**src/rtl/fpu_op_scheduler.sv**
```systemverilog
// ---------------------------------------------------------------------------
// fpu_op_scheduler
// Queues FPU operation descriptors (opcode + four operand base addresses)
// and dispatches them one at a time to a bank of go/done op units. Exactly
// one unit runs at any time. Also detects bad opcodes, hung units and units
// that already report done before they are started.
//
// Ports
//   clk_i          clock, all state on the rising edge
//   rst_i          asynchronous, active-high reset
//   cmd_valid_i    descriptor present
//   cmd_ready_o    FIFO not full; a command is accepted on valid && ready
//   cmd_opcode_i   unit select (opcode k drives unit k)
//   cmd_addr_i     {d,c,b,a} operand base addresses, a in the LSBs
//   unit_go_o      one-hot (or zero) go to the op units
//   unit_done_i    per-unit done level
//   unit_addr_o    addresses of the current op, stable while any go is high
//   busy_o         FIFO non-empty or FSM not idle
//   err_valid_o    one-cycle error pulse
//   err_code_o     1=bad opcode, 2=timeout, 3=spurious done; holds last value
//   ops_done_o     count of successfully completed ops, wraps at 2^16
// ---------------------------------------------------------------------------
module fpu_op_scheduler #(
  parameter int N_UNITS = 4,
  parameter int OP_W    = 4,
  parameter int ADDR_W  = 16,
  parameter int DEPTH   = 8,
  parameter int TIMEOUT = 4096
) (
  input  logic                  clk_i,
  input  logic                  rst_i,
  input  logic                  cmd_valid_i,
  output logic                  cmd_ready_o,
  input  logic [OP_W-1:0]       cmd_opcode_i,
  input  logic [4*ADDR_W-1:0]   cmd_addr_i,
  output logic [N_UNITS-1:0]    unit_go_o,
  input  logic [N_UNITS-1:0]    unit_done_i,
  output logic [4*ADDR_W-1:0]   unit_addr_o,
  output logic                  busy_o,
  output logic                  err_valid_o,
  output logic [1:0]            err_code_o,
  output logic [15:0]           ops_done_o
);

  localparam int PW    = $clog2(DEPTH);
  localparam int PTR_W = PW + 1;
  localparam int TW    = $clog2(TIMEOUT) + 1;

  localparam logic [2:0] S_IDLE    = 3'd0;
  localparam logic [2:0] S_ISSUE   = 3'd1;
  localparam logic [2:0] S_RUN     = 3'd2;
  localparam logic [2:0] S_RELEASE = 3'd3;
  localparam logic [2:0] S_ERR     = 3'd4;

  // Command FIFO storage (data only, never reset)
  logic [OP_W-1:0]     fifo_op_q   [DEPTH];
  logic [4*ADDR_W-1:0] fifo_addr_q [DEPTH];

  logic [PTR_W-1:0]    wr_ptr_q, wr_ptr_d;
  logic [PTR_W-1:0]    rd_ptr_q, rd_ptr_d;
  logic                full, empty, push, pop;

  logic [2:0]          state_q, state_d;
  logic [OP_W-1:0]     op_q;
  logic [4*ADDR_W-1:0] addr_q, addr_d;
  logic [N_UNITS-1:0]  go_q, go_d;
  logic [TW-1:0]       timer_q, timer_d;
  logic [1:0]          err_code_q, err_code_d;
  logic [15:0]         ops_done_q, ops_done_d;

  logic                op_legal;
  logic                done_sel;
  logic [N_UNITS-1:0]  go_onehot;

  // Pointers carry an extra wrap bit: equal -> empty, differ only in MSB -> full.
  assign empty = (wr_ptr_q == rd_ptr_q);
  assign full  = (wr_ptr_q[PW] != rd_ptr_q[PW]) &&
                 (wr_ptr_q[PW-1:0] == rd_ptr_q[PW-1:0]);
  assign push  = cmd_valid_i && !full;
  assign pop   = (state_q == S_IDLE) && !empty;

  assign wr_ptr_d = wr_ptr_q + (push ? PTR_W'(1) : PTR_W'(0));
  assign rd_ptr_d = rd_ptr_q + (pop  ? PTR_W'(1) : PTR_W'(0));

  always_ff @(posedge clk_i) begin
    if (push) begin
      fifo_op_q[wr_ptr_q[PW-1:0]]   <= cmd_opcode_i;
      fifo_addr_q[wr_ptr_q[PW-1:0]] <= cmd_addr_i;
    end
  end

  // Opcode of the held descriptor; only meaningful after a pop.
  always_ff @(posedge clk_i) begin
    if (pop) begin
      op_q <= fifo_op_q[rd_ptr_q[PW-1:0]];
    end
  end

  // Decode the held opcode. An opcode outside 0..N_UNITS-1 matches no unit,
  // so it reads done as 0 and produces no go bit.
  always_comb begin
    op_legal  = 1'b0;
    done_sel  = 1'b0;
    go_onehot = '0;
    for (int i = 0; i < N_UNITS; i++) begin
      if (op_q == OP_W'(i)) begin
        op_legal     = 1'b1;
        done_sel     = unit_done_i[i];
        go_onehot[i] = 1'b1;
      end
    end
  end

  always_comb begin
    state_d    = state_q;
    addr_d     = addr_q;
    go_d       = go_q;
    timer_d    = timer_q;
    err_code_d = err_code_q;
    ops_done_d = ops_done_q;
    case (state_q)
      S_IDLE: begin
        if (!empty) begin
          addr_d  = fifo_addr_q[rd_ptr_q[PW-1:0]];
          state_d = S_ISSUE;
        end
      end
      S_ISSUE: begin
        if (!op_legal) begin
          err_code_d = 2'd1;
          state_d    = S_ERR;
        end else if (done_sel) begin
          // Unit claims done before it was started.
          err_code_d = 2'd3;
          state_d    = S_ERR;
        end else begin
          go_d    = go_onehot;
          timer_d = '0;
          state_d = S_RUN;
        end
      end
      S_RUN: begin
        if (done_sel) begin
          go_d       = '0;
          ops_done_d = ops_done_q + 16'd1;
          state_d    = S_RELEASE;
        end else if (timer_q == TW'(TIMEOUT - 1)) begin
          go_d       = '0;
          err_code_d = 2'd2;
          state_d    = S_ERR;
        end else begin
          timer_d = timer_q + TW'(1);
        end
      end
      S_RELEASE: begin
        // Wait for the unit to drop done before it can be reused.
        if (!done_sel) begin
          state_d = S_IDLE;
        end
      end
      S_ERR: begin
        state_d = S_IDLE;
      end
      default: begin
        go_d    = '0;
        state_d = S_IDLE;
      end
    endcase
  end

  always_ff @(posedge clk_i or posedge rst_i) begin
    if (rst_i) begin
      state_q    <= S_IDLE;
      wr_ptr_q   <= '0;
      rd_ptr_q   <= '0;
      addr_q     <= '0;
      go_q       <= '0;
      timer_q    <= '0;
      err_code_q <= 2'd0;
      ops_done_q <= 16'd0;
    end else begin
      state_q    <= state_d;
      wr_ptr_q   <= wr_ptr_d;
      rd_ptr_q   <= rd_ptr_d;
      addr_q     <= addr_d;
      go_q       <= go_d;
      timer_q    <= timer_d;
      err_code_q <= err_code_d;
      ops_done_q <= ops_done_d;
    end
  end

  assign cmd_ready_o = !full;
  assign unit_go_o   = go_q;
  assign unit_addr_o = addr_q;
  assign busy_o      = !empty || (state_q != S_IDLE);
  assign err_valid_o = (state_q == S_ERR);
  assign err_code_o  = err_code_q;
  assign ops_done_o  = ops_done_q;

endmodule

```
**config.mk**
```make
export PLATFORM = sky130hd
export DESIGN_NAME = fpu_op_scheduler
export DESIGN_NICKNAME = d
export VERILOG_FILES = /design/src/rtl/fpu_op_scheduler.sv
export SDC_FILE = /design/constraint.sdc
export NUM_CORES = 1
export LEC_CHECK = 0
export CAP_MARGIN = 20
export CORE_UTILIZATION = 32
export CTS_BUF_LIST = sky130_fd_sc_hd__clkbuf_8
export CTS_CLUSTER_DIAMETER = 80
export DETAILED_ROUTE_END_ITERATION = 10
export HOLD_SLACK_MARGIN = 0.05
export SETUP_SLACK_MARGIN = 0.2
export SLEW_MARGIN = 0
export SYNTH_ARGS = -nofsm -noshare
export SYNTH_HDL_FRONTEND = slang
export SYNTH_SLANG_ARGS = --single-unit
```
**constraint.sdc**
```tcl
create_clock -name clk_i -period 9.3 [get_ports clk_i]
set_clock_uncertainty 0.2 [all_clocks]
set_input_delay 2.79 -clock clk_i [delete_from_list [all_inputs] [get_ports clk_i]]
set_output_delay 2.79 -clock clk_i [all_outputs]
set_load 0.01 [all_outputs]
```
==> reports/metrics.yaml, run 1 <==
yosys_warnings: 0
synth_nets: 1317
grt_max_degree: 107
syn-mean-instance-area_sq_um: 20.21
synthArstFlopShare_pct: 16.72
gp_congestion: 0.7461
p_leak_nw: 10.28
first_pass_iters: 4
drt_iter0_markers: 875
worstMarginPinSlew_ns: 1.111
cts-hold-fix-buffers: 0
power.internal_mw: 6.306
netlist_instances: 1236
die_h_microns: 281.4
synth_area_leader_cell: "edfxtp_1"
power_density_mw_per_mm2: 305.7
cap_violations: 0
io_pins: 164
arrival_ns: 3.30
placementRows: 102
numPortBuffers: 163
synth_ff_type: "edfxtp_1"
clock-sinks: 658
cts_made_buffers: 108
dieArea_sq_mm: 0.07918
cp.required_ns: 6.31
grt_pass1_wl_microns: 81930
yosysMostFrequentCell: "edfxtp_1"
netlist_area_sq_mm: 0.02498
clkTransAtPathRegs_ns: 0.06
hold_viol: 0
wl_microns: 53790
p_seq_share_pct: 45.6
dp_hpwl_microns: 31560
yosysUniqueCellTypes: 51
finalSetupViolCount: 0
ant_nets: 0
post_drt_wl_per_cell_microns: 20.62
synthTopCellsByCount: "edfxtp_1, mux4_2, dfrtp_1"
start_util_pct: 32.30
clk_latency_ns: 0.71
via_count: 12319
cts_buffer_depth: 3
path_class: "reg2out"
fin_crit_ns: 6.291
antenna_found_initial: 4
slew_violations: 0
die_x_microns: 281.4
cts_root_buffer: "clkbuf_8"
drc: 0
finalNetCount: 1553
ys_seq_elements: 658
worst_setup_path_end_kind: "output port"
finalCritPeriodShare_pct: 67.64
via_per_inst: 4.724
power.share.clock_pct: 25.7
fp.coreArea_sq_mm: 0.07734
worstSetupStartpointType: "flip-flop"
power_mw: 9.208
fmax_mhz: 159.0
p_comb_share_pct: 28.7
gr-total-overflow: 0
synth_top_area_share_pct: 65.88
grt_pass1_vias: 13139
synthTopCellsByArea: "edfxtp_1, mux4_2, dfrtp_1"
p_sw_mw: 2.902
crit_fanout: 57
cts_tree: "yes"
synth-edff-count: 548
cts_resized: 0
p_sw_share_pct: 31.52
hold_path_class: "reg2reg"
fillerInstances: 7005
tns_ns: 0
ys_seq_area_share_pct: 76.90
drive_gt1_share_pct: 20.75
syn_to_final_growth_pct: 20.58
htree_levels: 3
post_cts_buffers: 0
max-slew-margin-rel_pct: 25.92
grt_use_total_pct: 13.90
outcome: "finished, final reports clean"
ir_worst_vdd_uv: 251.0
rsz0062_at_grt: "false"
## cell families (layout without fill, tap and decap cells)
logic type | after synthesis | after routing | synth area share (%)
and+or+nand+nor | 167 | 167 | 3.221
buffers and inverters | 68 | 398 | 1.167
AOI/OAI and AO/OA | 109 | 109 | 2.550
other | 0 | 2 | 0
muxes | 205 | 205 | 15.05
adders and majority gates | 6 | 6 | 0.3005
xor gates and xnor gates | 23 | 23 | 0.8065
DFF | 658 | 658 | 76.90
## placed cells by master (no fill, tap or decap), drive strengths merged, types with 5 or more instances in the layout
master	n
inv	51
nand3	18
clkinv	42
o21ai	67
dfrtp	110
nand4	7
buf	22
ha	6
or4	6
nor2	16
nor3	6
mux2	5
mux4	136
a21oi	16
clkdlybuf4s50	163
nand2	83
o31ai	6
xor2	11
mux2i	64
edfxtp	548
xnor2	12
clkbuf	118
## power by group through the flow
stage / combinational (mW) / clock (mW) / sequential [mW]
global route: 2.90 / 2.58 / 4.27
floorplan: 1.77 / 0 / 4.14
finish: 2.65 / 2.37 / 4.20
CTS: 2.73 / 2.46 / 4.22
global placement: 2.65 / 0 / 4.26
detailed placement: 2.72 / 0 / 4.27
## cell type report
cell class              instances  area [sq um]  area share, %
clock inverters                86         446.7          1.483
multi-input cells             510          5537          18.38
flip-flops and latches        658         19220          63.81
diodes                          2         5.005        0.01662
repair buffers                185          1947          6.464
well taps                    1040          1301          4.320
clock buffers                 118          1624          5.392
inverters                       9         38.79         0.1288
## sequential cells by signal, indices dropped and copies added, names as in the netlist
| signal | count |
|---|---|
| ops_done_o | 16 |
| wr_ptr_q | 4 |
| err_code_o | 2 |
| timer_q | 13 |
| fifo_op_q | 32 |
| op_q | 4 |
| unit_addr_o | 64 |
| rd_ptr_q | 4 |
| unit_go_o | 4 |
| state_q | 3 |
| fifo_addr_q | 512 |
## per-layer routing
metal	vias to the layer above	GRT usage, %	part of all wire, %
li1	5495	-	-
met1	6429	18.00	43
met2	311	23.16	50
met3	80	3.000	5.2
met4	4	4.738	1.9
met5	-	0	0.059
## worst max-delay path: stages, from the launching register on
cell and delay, ns:
dfrtp_4 1.12, xor2_1 0.18, or4b_2 0.72, clkdlybuf4s50_1 0.57
## stage by stage
step	cell area (sq um)	cells	util [%]	setup slack (ns)	hold WS, ns
after floorplan	24980	1236	-	0.8612	0.2581
after global placement	27850	2394	36.00	3.350	0.2696
after detailed placement	28020	2401	36.22	3.703	0.2734
after CTS	30090	2605	38.90	2.903	0.2862
after global routing	30120	2607	38.94	2.791	0.3024
final	30120	2608	38.94	3.009	0.2810
## final timing paths
kind / end / startpoint / cells past startpoint / slack, ns
worst max-delay path: cmd_ready_o / rd_ptr_q[1] / 3 / 3.01
worst min-delay path: unit_addr_o[48] / unit_addr_o[48] / 2 / 0.28
worst max register to register: fifo_addr_q[3][7] / rd_ptr_q[1] / 7 / 5.49
worst min register to register: unit_addr_o[48] / unit_addr_o[48] / 2 / 0.28
max in group asynchronous: unit_addr_o[9] / rst_i / 3 / 5.37
min in group asynchronous: unit_addr_o[52] / rst_i / 2 / 2.37
Note: power is estimated with default switching activity, not from simulation.
==> run 2, diff against run 1 <==
- clock period: 9.3 -> 6.46 ns (I/O delays scaled with it)
==> run 2 against run 1 <==
Utilization is 0.21 points lower. Critical path depth is 1 higher. Worst setup slack worse by 1.8 ns. Combinational power is 48% higher. Clock power is 39% higher. First-iteration DRC count is 13% lower. Sequential share of layout area is 0.34 points higher. Non-clock buffer count is 3 lower. Via count is 0.90% lower. Largest power group unchanged. Critical endpoint is now busy_o. Worst hold slack worse by 0.0020 ns. Clock-buffer cell count is 5 lower. Largest cell class unchanged. Die area stayed put.
==> reports/metrics.yaml, run 2 (synthesis results as in run 1) <==
cts_tree: "yes"
final_common_cell: "edfxtp_1"
grt_pass1_vias: 13382
outcome: "finished, final reports clean"
hp-start: "unit_addr_o[61]"
clkTransAtPathRegs_ns: 0.06
grt_use_total_pct: 13.81
cts_buffer_depth: 3
p_comb_share_pct: 29.7
die_x_microns: 281.4
p_sw_mw: 4.088
worstMarginPinSlew_ns: 1.046
path_class: "reg2out"
antenna_found_initial: 9
fin_crit_ns: 5.240
power.share.clock_pct: 25.1
hold_viol: 0
multiInputGateArea_sq_mm: 0.005549
p_seq_share_pct: 45.2
p_sw_share_pct: 31.10
slew_violations: 0
first_pass_iters: 5
clock-sinks: 658
htree_levels: 3
tns_ns: 0
grt_max_degree: 107
cp_cell_sequence: "xor2_1, nor4_1, nand3_1, clkdlybuf4s50_1"
arrival_ns: 3.10
power_mw: 13.14
mostFrequentLayoutCells: "edfxtp_1, clkdlybuf4s50_1, mux4_2"
critPathTopFamily: "flip-flops"
drc: 0
post_cts_buffers: 0
numPortBuffers: 163
crit_fanout: 35
via_count: 12208
fillerInstances: 7055
placementRows: 102
fmax_mhz: 190.8
syn_to_final_growth_pct: 19.94
critPathMaxStageDelay_ns: 0.89
clk_latency_ns: 0.68
rrSetupSlack_ns: 2.80
wl_microns: 53570
hold_end: "unit_addr_o[61]"
reg2reg_from: "rd_ptr_q[1]"
die_h_microns: 281.4
r2r_cells: 7
cts_resized: 0
gr-total-overflow: 0
hold_path_class: "reg2reg"
ant_nets: 0
path_buf_inv: 1
via_per_inst: 4.710
finalSetupViolCount: 0
regToRegEndpoint: "rd_ptr_q[2]"
finalNetCount: 1544
post_drt_wl_per_cell_microns: 20.67
power_density_mw_per_mm2: 438.7
rsz0062_at_grt: "false"
p_leak_nw: 10.19
worstSetupStartpointType: "flip-flop"
cp.required_ns: 4.32
drive_gt1_share_pct: 19.94
ir_worst_vdd_uv: 333.9
largest_reg_flops: 512
max-slew-margin-rel_pct: 30.24
io_pins: 164
finalCritPeriodShare_pct: 81.11
cap_violations: 0
cts-hold-fix-buffers: 0
grt_pass1_wl_microns: 81520
start_util_pct: 32.30
dp_hpwl_microns: 30720
power.internal_mw: 9.056
holdPathStages: 2
ff_latch_area_sq_mm: 0.01922
dieArea_sq_mm: 0.07918
gp_congestion: 0.7333
fp.coreArea_sq_mm: 0.07734
cts_made_buffers: 102
drt_iter0_markers: 760
cts_root_buffer: "clkbuf_8"
worst_setup_path_end_kind: "output port"
slowest_stage: "dfrtp_4"
## run 2: worst min-delay path, cell delays in order (launching register included)
cell     delay, ns
dfrtp_1       0.34
nand2_1       0.05
o21ai_0       0.06
## run 2: area by class of cell
| class | count | share of cell area (%) |
|---|---|---|
| sequential | 658 | 64.15 |
| multi-input combinational | 510 | 18.52 |
| timing repair buffer | 182 | 6.281 |
| clock buffer | 113 | 5.191 |
| tap | 1040 | 4.343 |
| clock inverter | 78 | 1.362 |
| inverter | 9 | 0.1295 |
| antenna | 2 | 0.01671 |
## run 2: worst max path at each step
stage           startpoint                  to  slack [ns]  cells after the start
2_1_floorplan  cmd_valid_i   fifo_addr_q[2][0]        0.70                      3
3_3_place_gp   rd_ptr_q[1]              busy_o        1.79                      4
3_5_place_dp   cmd_valid_i  fifo_addr_q[4][54]        1.77                      5
4_1_cts        rd_ptr_q[1]              busy_o        1.02                      4
5_1_grt        rd_ptr_q[0]              busy_o        0.95                      4
6_report       rd_ptr_q[1]              busy_o        1.22                      4
## run 2: per-stage QoR
stage | util, % | hold slack (ns) | std cells | area (sq um) | setup slack (ns)
finish | 38.74 | 0.2790 | 2592 | 29960 | 1.220
global placement | 36.15 | 0.2698 | 2397 | 27960 | 1.788
global route | 38.73 | 0.3138 | 2591 | 29960 | 0.9480
detailed placement | 36.16 | 0.2697 | 2398 | 27960 | 1.773
floorplan | - | 0.2581 | 1236 | 24990 | 0.6986
CTS | 38.69 | 0.2830 | 2589 | 29930 | 1.021
## run 2: power groups by stage
| stage | clock [mW] | combinational (mW) | sequential [mW] |
|---|---|---|---|
| 4_1_cts | 3.41 | 4.03 | 5.96 |
| 3_5_place_dp | 0 | 4.02 | 6.04 |
| 5_1_grt | 3.59 | 4.28 | 6.04 |
| 2_1_floorplan | 0 | 2.55 | 5.95 |
| 6_report | 3.30 | 3.91 | 5.94 |
| 3_3_place_gp | 0 | 3.98 | 5.99 |
## run 2: layer usage
metal	vias up	global-route usage, %	routed length, microns
met2	242	23.61	27320
li1	5474	-	-
met3	97	3.141	2471
met1	6385	17.14	22550
met5	-	0	66
met4	10	4.905	1161
